===== config.mk =====
export PLATFORM = sky130hd
export DESIGN_NAME = pcs_generator
export DESIGN_NICKNAME = d
export VERILOG_FILES = /design/src/rtl/pcs_gen_pkg.sv /design/src/rtl/pcs_gen_lane.sv /design/src/rtl/pcs_generator.sv
export SDC_FILE = /design/constraint.sdc
export NUM_CORES = 2
export LEC_CHECK = 0
export CORE_AREA = 2 2 613 615
export DETAILED_ROUTE_END_ITERATION = 8
export DIE_AREA = 0 0 615 617
export GPL_TIMING_DRIVEN = 1
export PLACE_DENSITY_LB_ADDON = 0.15
export SETUP_SLACK_MARGIN = 0.1
export SLEW_MARGIN = 20
export SYNTH_ARGS = -nofsm -noshare
export SYNTH_HDL_FRONTEND = slang
export SYNTH_SLANG_ARGS = --single-unit

===== constraint.sdc =====
create_clock -name clk -period 22.6 [get_ports clk]
set_input_delay 3.39 -clock clk [delete_from_list [all_inputs] [get_ports clk]]
set_output_delay 3.39 -clock clk [all_outputs]
set_load 0.005 [all_outputs]

===== src/rtl/pcs_gen_pkg.sv =====
// Purpose: shared constants, types and step/packing helpers for the PCS test-pattern generator.
// Latency: none (package only).
// Backpressure: none (package only).
package pcs_gen_pkg;

  localparam int DATA_WIDTH           = 64;
  localparam int HDR_WIDTH            = 2;
  localparam int FRAME_WIDTH          = DATA_WIDTH + HDR_WIDTH;
  localparam int CONTROL_WIDTH        = 8;
  localparam int TRANSCODER_BLOCKS    = 4;
  localparam int TRANSCODER_WIDTH     = 257;
  localparam int TRANSCODER_HDR_WIDTH = 4;
  localparam int SCR_LEN              = 58;

  typedef logic [FRAME_WIDTH-1:0]      frame_t;
  typedef logic [TRANSCODER_WIDTH-1:0] tc_word_t;

  // Sync headers and the only control block type this source emits
  localparam logic [HDR_WIDTH-1:0]     SH_DATA = 2'b01;
  localparam logic [HDR_WIDTH-1:0]     SH_CTRL = 2'b10;
  localparam logic [CONTROL_WIDTH-1:0] BT_IDLE = 8'h1E;

  localparam frame_t CTRL_IDLE_FRAME = {SH_CTRL, BT_IDLE, 56'h0};

  // Sequence seeds; channel 1 payload uses the inverse of PAYLOAD_SEED
  localparam logic [DATA_WIDTH-1:0]    PAYLOAD_SEED = 64'h0123_4567_89AB_CDEF;
  localparam logic [CONTROL_WIDTH-1:0] TYPE_SEED    = 8'hFF;
  localparam logic [SCR_LEN-1:0]       SCR_SEED     = 58'h3FF_FFFF_FFFF_FFFF;

  // Scrambler x^58 + x^39 + 1: state bit 0 is the newest output bit
  localparam int SCR_TAP_LO = 38;
  localparam int SCR_TAP_HI = 57;

  // Payload LFSR x^64+x^63+x^61+x^60+1, shifting left with feedback into bit 0
  function automatic logic [DATA_WIDTH-1:0] payload_lfsr_next(input logic [DATA_WIDTH-1:0] s);
    return {s[62:0], s[63] ^ s[62] ^ s[60] ^ s[59]};
  endfunction

  // Block-type LFSR x^8+x^6+x^5+x^4+1
  function automatic logic [CONTROL_WIDTH-1:0] type_lfsr_next(input logic [CONTROL_WIDTH-1:0] s);
    return {s[6:0], s[7] ^ s[5] ^ s[4] ^ s[3]};
  endfunction

  // Random pick: control when the LFSR value mod 100 falls below the percentage
  function automatic logic type_is_ctrl(input logic [CONTROL_WIDTH-1:0] v, input int prob);
    return ((int'({24'd0, v}) % 100) < prob);
  endfunction

  // Block k payload is the LFSR value rotated left by 16*k
  function automatic logic [DATA_WIDTH-1:0] rotl16(input logic [DATA_WIDTH-1:0] p, input logic [1:0] k);
    logic [DATA_WIDTH-1:0] r;
    case (k)
      2'd0:    r = p;
      2'd1:    r = {p[47:0], p[63:48]};
      2'd2:    r = {p[31:0], p[63:32]};
      default: r = {p[15:0], p[63:16]};
    endcase
    return r;
  endfunction

  // First control block of a mixed word drops the upper type nibble; the
  // surviving low nibble leads the packed field, followed by the 56 data bits
  function automatic logic [59:0] compress_ctrl(input logic [DATA_WIDTH-1:0] f);
    return {f[55:0], f[59:56]};
  endfunction

endpackage


===== src/rtl/pcs_gen_lane.sv =====
// Purpose: one PCS channel - four 64b/66b blocks, 256b/257b transcode, x^58+x^39 scramble.
// Latency: frames 1 cycle, transcoded word 2 cycles, scrambled word 3 cycles after i_valid.
// Backpressure: none; i_valid=0 freezes every register in the lane.
module pcs_gen_lane
  import pcs_gen_pkg::*;
#(
  parameter int                    PROB       = 30,
  parameter logic [DATA_WIDTH-1:0] LANE_SEED  = PAYLOAD_SEED
) (
  input  logic                                     clk,
  input  logic                                     i_rst_n,
  input  logic                                     i_valid,
  input  logic                                     i_random,
  input  logic [TRANSCODER_BLOCKS-1:0]             i_data_sel,
  output logic [TRANSCODER_BLOCKS*FRAME_WIDTH-1:0] o_frames,
  output logic [TRANSCODER_WIDTH-1:0]              o_transcoder,
  output logic [TRANSCODER_WIDTH-1:0]              o_scrambler
);

  logic [DATA_WIDTH-1:0]           r_payload_lfsr;
  logic [CONTROL_WIDTH-1:0]        r_type_lfsr;
  frame_t                          r_frame [TRANSCODER_BLOCKS];
  tc_word_t                        r_tc;
  tc_word_t                        r_scr;
  logic [SCR_LEN-1:0]              r_scr_state;

  logic [CONTROL_WIDTH-1:0]        w_type_v [TRANSCODER_BLOCKS];
  logic [TRANSCODER_BLOCKS-1:0]    w_is_data;
  frame_t                          w_frame_nxt [TRANSCODER_BLOCKS];
  logic [TRANSCODER_BLOCKS-1:0]    w_blk_data;
  logic [TRANSCODER_HDR_WIDTH-1:0] w_flags;
  tc_word_t                        w_tc_nxt;
  tc_word_t                        w_scr_nxt;
  logic [SCR_LEN-1:0]              w_scr_state_nxt;

  // Block-type choice: four chained type-LFSR steps, one per block, or the static select
  always_comb begin
    logic [CONTROL_WIDTH-1:0] w_v;
    w_v       = r_type_lfsr;
    w_is_data = '0;
    for (int k = 0; k < TRANSCODER_BLOCKS; k++) begin
      w_v          = type_lfsr_next(w_v);
      w_type_v[k]  = w_v;
      w_is_data[k] = i_random ? !type_is_ctrl(w_v, PROB) : i_data_sel[k];
    end
  end

  // Next frames: rotated payload for data blocks, idle control block otherwise
  always_comb begin
    for (int k = 0; k < TRANSCODER_BLOCKS; k++) begin
      w_frame_nxt[k] = w_is_data[k] ? {SH_DATA, rotl16(r_payload_lfsr, 2'(k))} : CTRL_IDLE_FRAME;
    end
  end

  // Generator stage: register frames and step both LFSRs once per valid cycle
  always_ff @(posedge clk) begin
    if (!i_rst_n) begin
      r_payload_lfsr <= LANE_SEED;
      r_type_lfsr    <= TYPE_SEED;
      for (int k = 0; k < TRANSCODER_BLOCKS; k++) r_frame[k] <= '0;
    end else if (i_valid) begin
      r_payload_lfsr <= payload_lfsr_next(r_payload_lfsr);
      r_type_lfsr    <= w_type_v[TRANSCODER_BLOCKS-1];
      for (int k = 0; k < TRANSCODER_BLOCKS; k++) r_frame[k] <= w_frame_nxt[k];
    end
  end

  // Transcoder: all-data words pass straight through, mixed words carry flags and one compressed type
  always_comb begin
    logic [1:0] w_first;
    logic       w_found;
    w_first    = '0;
    w_found    = 1'b0;
    w_blk_data = '0;
    w_tc_nxt   = '0;
    for (int k = 0; k < TRANSCODER_BLOCKS; k++) begin
      w_blk_data[k] = (r_frame[k][FRAME_WIDTH-1:DATA_WIDTH] == SH_DATA);
    end
    for (int k = 0; k < TRANSCODER_BLOCKS; k++) begin
      if (!w_blk_data[k] && !w_found) begin
        w_first = 2'(k);
        w_found = 1'b1;
      end
    end
    w_flags = w_blk_data;
    if (&w_blk_data) begin
      w_tc_nxt = {r_frame[3][63:0], r_frame[2][63:0], r_frame[1][63:0], r_frame[0][63:0], 1'b1};
    end else begin
      case (w_first)
        2'd0: w_tc_nxt = {r_frame[3][63:0], r_frame[2][63:0], r_frame[1][63:0],
                          compress_ctrl(r_frame[0][63:0]), w_flags, 1'b0};
        2'd1: w_tc_nxt = {r_frame[3][63:0], r_frame[2][63:0], compress_ctrl(r_frame[1][63:0]),
                          r_frame[0][63:0], w_flags, 1'b0};
        2'd2: w_tc_nxt = {r_frame[3][63:0], compress_ctrl(r_frame[2][63:0]), r_frame[1][63:0],
                          r_frame[0][63:0], w_flags, 1'b0};
        default: w_tc_nxt = {compress_ctrl(r_frame[3][63:0]), r_frame[2][63:0], r_frame[1][63:0],
                             r_frame[0][63:0], w_flags, 1'b0};
      endcase
    end
  end

  // Transcoder stage register
  always_ff @(posedge clk) begin
    if (!i_rst_n) begin
      r_tc <= '0;
    end else if (i_valid) begin
      r_tc <= w_tc_nxt;
    end
  end

  // Scrambler: bits 1..256 LSB first through the self-synchronous shift register; header bit passes
  always_comb begin
    logic [SCR_LEN-1:0] w_st;
    w_st         = r_scr_state;
    w_scr_nxt    = '0;
    w_scr_nxt[0] = r_tc[0];
    for (int i = 1; i < TRANSCODER_WIDTH; i++) begin
      w_scr_nxt[i] = r_tc[i] ^ w_st[SCR_TAP_LO] ^ w_st[SCR_TAP_HI];
      w_st         = {w_st[SCR_LEN-2:0], w_scr_nxt[i]};
    end
    w_scr_state_nxt = w_st;
  end

  // Scrambler stage register; state carries over between words
  always_ff @(posedge clk) begin
    if (!i_rst_n) begin
      r_scr       <= '0;
      r_scr_state <= SCR_SEED;
    end else if (i_valid) begin
      r_scr       <= w_scr_nxt;
      r_scr_state <= w_scr_state_nxt;
    end
  end

  assign o_frames     = {r_frame[3], r_frame[2], r_frame[1], r_frame[0]};
  assign o_transcoder = r_tc;
  assign o_scrambler  = r_scr;

endmodule


===== src/rtl/pcs_generator.sv =====
// Purpose: two independent PCS test-pattern lanes (frames 0-3 / 4-7) with transcoded and scrambled words.
// Latency: frames 1 cycle, transcoder 2 cycles, scrambler 3 cycles after i_valid.
// Backpressure: none; i_valid=0 holds all state and outputs.
module pcs_generator
  import pcs_gen_pkg::*;
#(
  parameter int PROB = 30
) (
  input  logic         clk,
  input  logic         i_rst_n,
  input  logic         i_valid,
  input  logic         i_random_0,
  input  logic         i_random_1,
  input  logic [3:0]   i_data_sel_0,
  input  logic [3:0]   i_data_sel_1,
  output logic [65:0]  o_frame_0,
  output logic [65:0]  o_frame_1,
  output logic [65:0]  o_frame_2,
  output logic [65:0]  o_frame_3,
  output logic [65:0]  o_frame_4,
  output logic [65:0]  o_frame_5,
  output logic [65:0]  o_frame_6,
  output logic [65:0]  o_frame_7,
  output logic [256:0] o_transcoder_0,
  output logic [256:0] o_transcoder_1,
  output logic [256:0] o_scrambler_0,
  output logic [256:0] o_scrambler_1
);

  logic [TRANSCODER_BLOCKS*FRAME_WIDTH-1:0] w_frames_0;
  logic [TRANSCODER_BLOCKS*FRAME_WIDTH-1:0] w_frames_1;

  pcs_gen_lane #(
    .PROB      (PROB),
    .LANE_SEED (PAYLOAD_SEED)
  ) u_lane_0 (
    .clk          (clk),
    .i_rst_n      (i_rst_n),
    .i_valid      (i_valid),
    .i_random     (i_random_0),
    .i_data_sel   (i_data_sel_0),
    .o_frames     (w_frames_0),
    .o_transcoder (o_transcoder_0),
    .o_scrambler  (o_scrambler_0)
  );

  pcs_gen_lane #(
    .PROB      (PROB),
    .LANE_SEED (~PAYLOAD_SEED)
  ) u_lane_1 (
    .clk          (clk),
    .i_rst_n      (i_rst_n),
    .i_valid      (i_valid),
    .i_random     (i_random_1),
    .i_data_sel   (i_data_sel_1),
    .o_frames     (w_frames_1),
    .o_transcoder (o_transcoder_1),
    .o_scrambler  (o_scrambler_1)
  );

  assign o_frame_0 = w_frames_0[0*FRAME_WIDTH +: FRAME_WIDTH];
  assign o_frame_1 = w_frames_0[1*FRAME_WIDTH +: FRAME_WIDTH];
  assign o_frame_2 = w_frames_0[2*FRAME_WIDTH +: FRAME_WIDTH];
  assign o_frame_3 = w_frames_0[3*FRAME_WIDTH +: FRAME_WIDTH];
  assign o_frame_4 = w_frames_1[0*FRAME_WIDTH +: FRAME_WIDTH];
  assign o_frame_5 = w_frames_1[1*FRAME_WIDTH +: FRAME_WIDTH];
  assign o_frame_6 = w_frames_1[2*FRAME_WIDTH +: FRAME_WIDTH];
  assign o_frame_7 = w_frames_1[3*FRAME_WIDTH +: FRAME_WIDTH];

endmodule


* Yosys cells after proc, flatten, opt, wreduce, memory -nomap -nowiden
Memory sizes are Yosys's and may differ from the RTL's.
Cells that the tools add are included.
** Word-level totals
- Bits in registers :: 1288
- RAM bits :: 528
- Output and inout bits :: 1556
- Memories kept :: 2
** Operators by class
- Divide/modulo/power cells :: 8
- Order comparisons :: 8
- Eq/ne operators :: 12
- Mux-type cells :: 44
- Bitwise gates (word level) :: 1062
- Reduce and logical (&&, ||, !) cells :: 28
** Memory list
- u_lane_0.r_frame :: depth 4, bits a word 66, rd ports 4, clocked after memory_dff 0, write ports 4, line pcs_gen_lane.sv:22 : frame_t r_frame [TRANSCODER_BLOCKS];
- u_lane_1.r_frame :: depth 4, bits a word 66, rd ports 4, clocked after memory_dff 0, write ports 4, line pcs_gen_lane.sv:22
** Operator list (count)
- 257-bit case mux with 3 select lines :: 2
- 66-bit two-way mux :: 16
- 1-bit bitwise XOR :: 1054
- 257-bit two-way mux :: 2
- 32-bit by 6-bit less-than comparator with 1-bit output (second input constant) :: 8
- 9-bit by 8-bit remainder unit with 32-bit output (second input constant) :: 8
- 2-bit by 1-bit equality test with 1-bit output (second input constant) :: 10
- 1-bit two-way mux :: 20
- 1-bit zero test :: 18
- 2-bit two-way mux :: 4
- 1-bit bitwise OR :: 8
- 4-bit AND reduction :: 2
- 1-bit logical AND :: 6
- 2-bit equality test (second input constant) :: 2
- 2-bit zero test :: 2

* Logic depth before layout (Yosys ltp)
- Depth in word-level cells :: 14
- Depth in mapped cells :: 17
- Depth with buffers taken out :: 13

* Modules after synthesis
From an unflattened synthesis, not the netlist that was laid out.
** Unflattened totals
- Cell total of the unflattened synthesis :: 8637
- Area, all modules :: 85610.9 µm²
** By module, submodules not included
- pcs_gen_lane (u_lane_0) :: times used 1, cells each 4337, area each 43514.2 µm², seq. area each 20820.0 µm²
- pcs_gen_lane (u_lane_1) :: times used 1, cells each 4300, area each 42096.6 µm², seq. area each 20820.0 µm²

* Least setup slack after synthesis
No wires, ideal clock.
- Kind :: in2reg
- Start point :: input i_rst_n
- End point :: memory u_lane_0.r_frame[0][0] (netlist name) (enable)
- Data arrival time :: 18.420 ns
- Data required time :: 21.501 ns
- Setup slack :: 3.081 ns
- Stages on the path :: 5
- Buffers on the path :: 3
- Cells stage by stage :: clkbuf_1 > nor2b_1 > clkbuf_1 > inv_1 > clkbuf_1
** RTL lines
- start: declaration :: line pcs_generator.sv:10 : input logic i_rst_n,
- end: declaration :: line pcs_gen_lane.sv:22

==> flow_summary_export.csv <==
group,metric,value,unit
run_status,status,"finished with violations",
run_status,violations,"design-rule violations",
yosys,seq_area_frac_synth,49.9,%
clocking,cts_buffers,225,
clocking,clk_latency,950,ps
detailed_routing,vias,79202,
global_routing,grt_pass1_wl,814,mm
placement,post-place-ws,14700,ps
timing,hold_viol,0,
placement,port_buffers,1568,
pwr,max-vdd-ir-drop,0.149,mV
worst_setup_path,slowest_stage,"and2_4",
layout,layout_common_cells,"1,566 x clkdlybuf4s50_1, 1,288 x dfxtp_1, 1,232 x nand2_1, 697 x xnor2_1, 657 x nor2_1",
yosys,syn_avg_cell_area,9.99,um2
placement,place.gp.congestion,1.01,
timing,finalCritPeriodShare,31.5,%
global_routing,grt_max_degree,168,
floorplan,io_pins,1569,
detailed_routing,dr.pass1.iters,9,
detailed_routing,postRouteWirelength,657,mm
yosys,ys_ff_latch,1816,
layout,syn2layout_area_growth,34.4,%
yosys,synth_top_family_by_area,"compound AO/OA/AOI/OAI gates",
yosys,yosysUniqueCellTypes,92,
clocking,cts_resized,0,
timing,tns,0,ps
placement,hpwl,529,mm
yosys,synth-compound-area-share,14.4,%
timing,slew_headroom,6.07,%
worst_setup_path,worstSetupPathType,"in -> reg",
worst_setup_path,crit_family,"buffers and inverters",
timing,worst_hold_slack,451,ps
detailed_routing,wl_per_cell,44.0,um
worst_setup_path,critPathMaxStageDelay,940,ps
global_routing,grt-ovfl-total,0,
worst_setup_path,critPathRequiredTime,23420,ps
layout,fillers,38906,
pwr,p_int,9.96,mW
floorplan,core,374000,um2
global_routing,antenna_found_initial,96,
yosys,synth-adder-area-share,0.525,%
worst_setup_path,start_kind,"primary input",
floorplan,design.die.area,379000,um2
layout,nets,9764,
timing,fin_worst_skew,50.4,ps
global_routing,grt.total_usage,33.0,%
layout,drive_gt1_share,6.29,%
pwr,leakage,42.1,nW
clocking,h-tree-depth,4,
hold_path,hold_path.class,"reg -> reg",
yosys,synthXorXnorAreaFrac,13.8,%
floorplan,die_x,615,um
detailed_routing,drc_errors,7,
flow_run,drv_cap,0,
pwr,p_per_area,180,nW/um2
pwr,p_comb_share,57.3,%
yosys,async_flop_share,0,%
yosys,synth-simple-area-share,13.3,%
layout,mostFrequentLayoutCell,"clkdlybuf4s50_1",
clocking,clockBufferDepth,4,
yosys,ys_warn_count,0,
detailed_routing,viasPerCell,5.31,
yosys,netlist_instances,8343,
worst_setup_path,endpoint_kind,"register",
clocking,root_buffer,"clkbuf_16",
yosys,synth_edf_count,528,
global_routing,grt_pass1_vias,70051,
timing,setup_violations,0,
worst_setup_path,path_cells,"buf_8 -> and2_4 -> buf_4 -> buf_4 -> buf_4 -> o221ai_1 -> o21ai_0",
floorplan,die_y,617,um
timing,min_period,7110,ps
detailed_routing,drt_iter0_drc,12763,
timing,fmax,141,MHz
yosys,synth_mux_area_share,4.90,%
clocking,post_cts_buffers,0,
worst_setup_path,path_max_fanout,83,
pwr,p_switching,10.2,mW
yosys,synth_flop_cell,"dfxtp_1",
timing,drv_slew,0,
worst_setup_path,path_buf_inv,4,
detailed_routing,ant_nets,0,
clocking,hold_buffers,0,
yosys,synthesis.nets,8391,
timing,fin_ws,15490,ps
pwr,switching_share,50.6,%
timing,worstMarginPinSlew,1410,ps
yosys,synth_area,83400,um2
pwr,clockPowerShare,18.7,%
worst_setup_path,worstPathArrival,7930,ps
clocking,tritoncts,"built",
floorplan,rows,225,
floorplan,initial_core_util,22.3,%
clocking,clk_pin_slew,60,ps
clocking,cts.sinks,1816,
timing,rsz0062_at_grt,"false",
pwr,share_seq_of_total_power,24.0,%
worst_setup_path,path_common_cell,"buf_4",
-- path summary, 6_finish.rpt --
path | from | end | slack [ps] | depth (start not counted)
max | i_rst_n | u_lane_0.o_transcoder[6] | 15490 | 7
min | u_lane_1.o_scrambler[229] | u_lane_1.o_scrambler[229] | 450 | 2
max reg2reg | u_lane_1.r_type_lfsr[5] | u_lane_1.r_frame[0][229] | 17080 | 15
min reg2reg | u_lane_1.o_scrambler[229] | u_lane_1.o_scrambler[229] | 450 | 2
-- metal layers --
| layer | routed length [um] | vias to the layer above | track usage, % | share of wire, % |
|---|---|---|---|---|
| met4 | 32900 | 10 | 14.0 | 5.0 |
| met3 | 66000 | 738 | 8.09 | 10 |
| met2 | 261000 | 5196 | 45.6 | 40 |
| li1 | - | 31981 | - | - |
| met1 | 297000 | 41277 | 48.0 | 45 |
| met5 | 69 | - | 0 | 0.011 |
-- worst min-delay path: cells and delay by family (launching register included) --
family / cells / cell delay [ps]
and+or+nand+nor: 2 / 90
DFF: 1 / 310
-- cells by family (layout without fill, tap and decap cells) --
family                     after synthesis  after routing
and+or+nand+nor                       2550           2550
DFF                                   1816           1816
AOI/OAI and AO/OA                     1765           1765
xor gates and xnor gates              1128           1128
buffers and inverters                  643           2210
muxes                                  406            406
adders and majority gates               35             35
other                                    0             22
-- synthesized netlist by cell type, drive strengths merged, types with 4 or more instances --
master   instances  area share [%]
dfxtp         1288              31
nand2         1235             5.6
xnor2          710             7.5
nor2           664             3.0
o21ai          644             3.9
edfxtp         528              19
clkbuf         491             2.2
mux2i          403             4.8
nor2b          343             2.6
xor2           310             3.3
a21oi          228             1.4
buf            125            0.84
a221oi         122             1.3
a22o           121             1.3
o21a            93            0.84
o211ai          91            0.82
nor3            87            0.53
xnor3           78             2.1
and3            73            0.55
o211a           72            0.86
a311oi          70            0.74
o221ai          68            0.71
a22oi           65            0.59
a222oi          60            0.72
and2            48            0.36
nand3           43            0.26
ha              35            0.53
xor3            30            0.86
o22a            28            0.29
inv             23            0.10
a21boi          21            0.19
a31oi           19            0.15
nand2b          14            0.11
nand4           12           0.090
o31ai            9           0.081
or2              9           0.068
o2111ai          8           0.092
a31o             6           0.063
nor4             6           0.053
a2111oi          4           0.072
a2bb2oi          4           0.042
and4             4           0.042
clkinv           4           0.018
o32ai            4           0.042
or3              4           0.030
-- power groups by stage --
| stage | sequential [mW] | combinational, mW | clock (mW) |
|---|---|---|---|
| 2_1_floorplan | 4.40 | 5.47 | 0 |
| 3_3_place_gp | 4.84 | 11.3 | 0 |
| 3_5_place_dp | 4.84 | 11.3 | 0 |
| 4_1_cts | 4.78 | 11.4 | 3.79 |
| 5_1_grt | 4.82 | 11.7 | 3.91 |
| 6_report | 4.83 | 11.6 | 3.77 |
-- area by class of cell --
class / count / area (um2) / area share (%)
Inverter: 27 / 116 / 0.104
Antenna cell: 22 / 55.1 / 0.0491
Multi-Input combinational cell: 5884 / 39400 / 35.2
Timing Repair Buffer: 1762 / 17200 / 15.4
Clock inverter: 87 / 908 / 0.810
Sequential cell: 1816 / 41600 / 37.1
Clock buffer: 334 / 6480 / 5.78
Tap cell: 4994 / 6250 / 5.57
-- sequential cells by signal, indices dropped and copies added, names as in the netlist --
name	cells
u_lane_0.r_scr_state	58
u_lane_1.r_type_lfsr	8
u_lane_0.o_scrambler	257
u_lane_0.r_frame	264
u_lane_0.r_payload_lfsr	64
u_lane_1.o_scrambler	257
u_lane_1.r_frame	264
u_lane_1.r_scr_state	58
u_lane_0.o_transcoder	257
u_lane_0.r_type_lfsr	8
u_lane_1.r_payload_lfsr	64
u_lane_1.o_transcoder	257
-- stage by stage --
stage | util (%) | std cells | area (um2) | power, mW
2_1_floorplan | - | 8343 | 83400 | 9.87
3_3_place_gp | 28.0 | 14477 | 105000 | 16.2
3_5_place_dp | 28.0 | 14478 | 105000 | 16.2
4_1_cts | 30.0 | 14899 | 112000 | 20.0
5_1_grt | 30.0 | 14905 | 112000 | 20.4
6_report | 30.0 | 14926 | 112000 | 20.1
(Power assumes the default switching activity.)
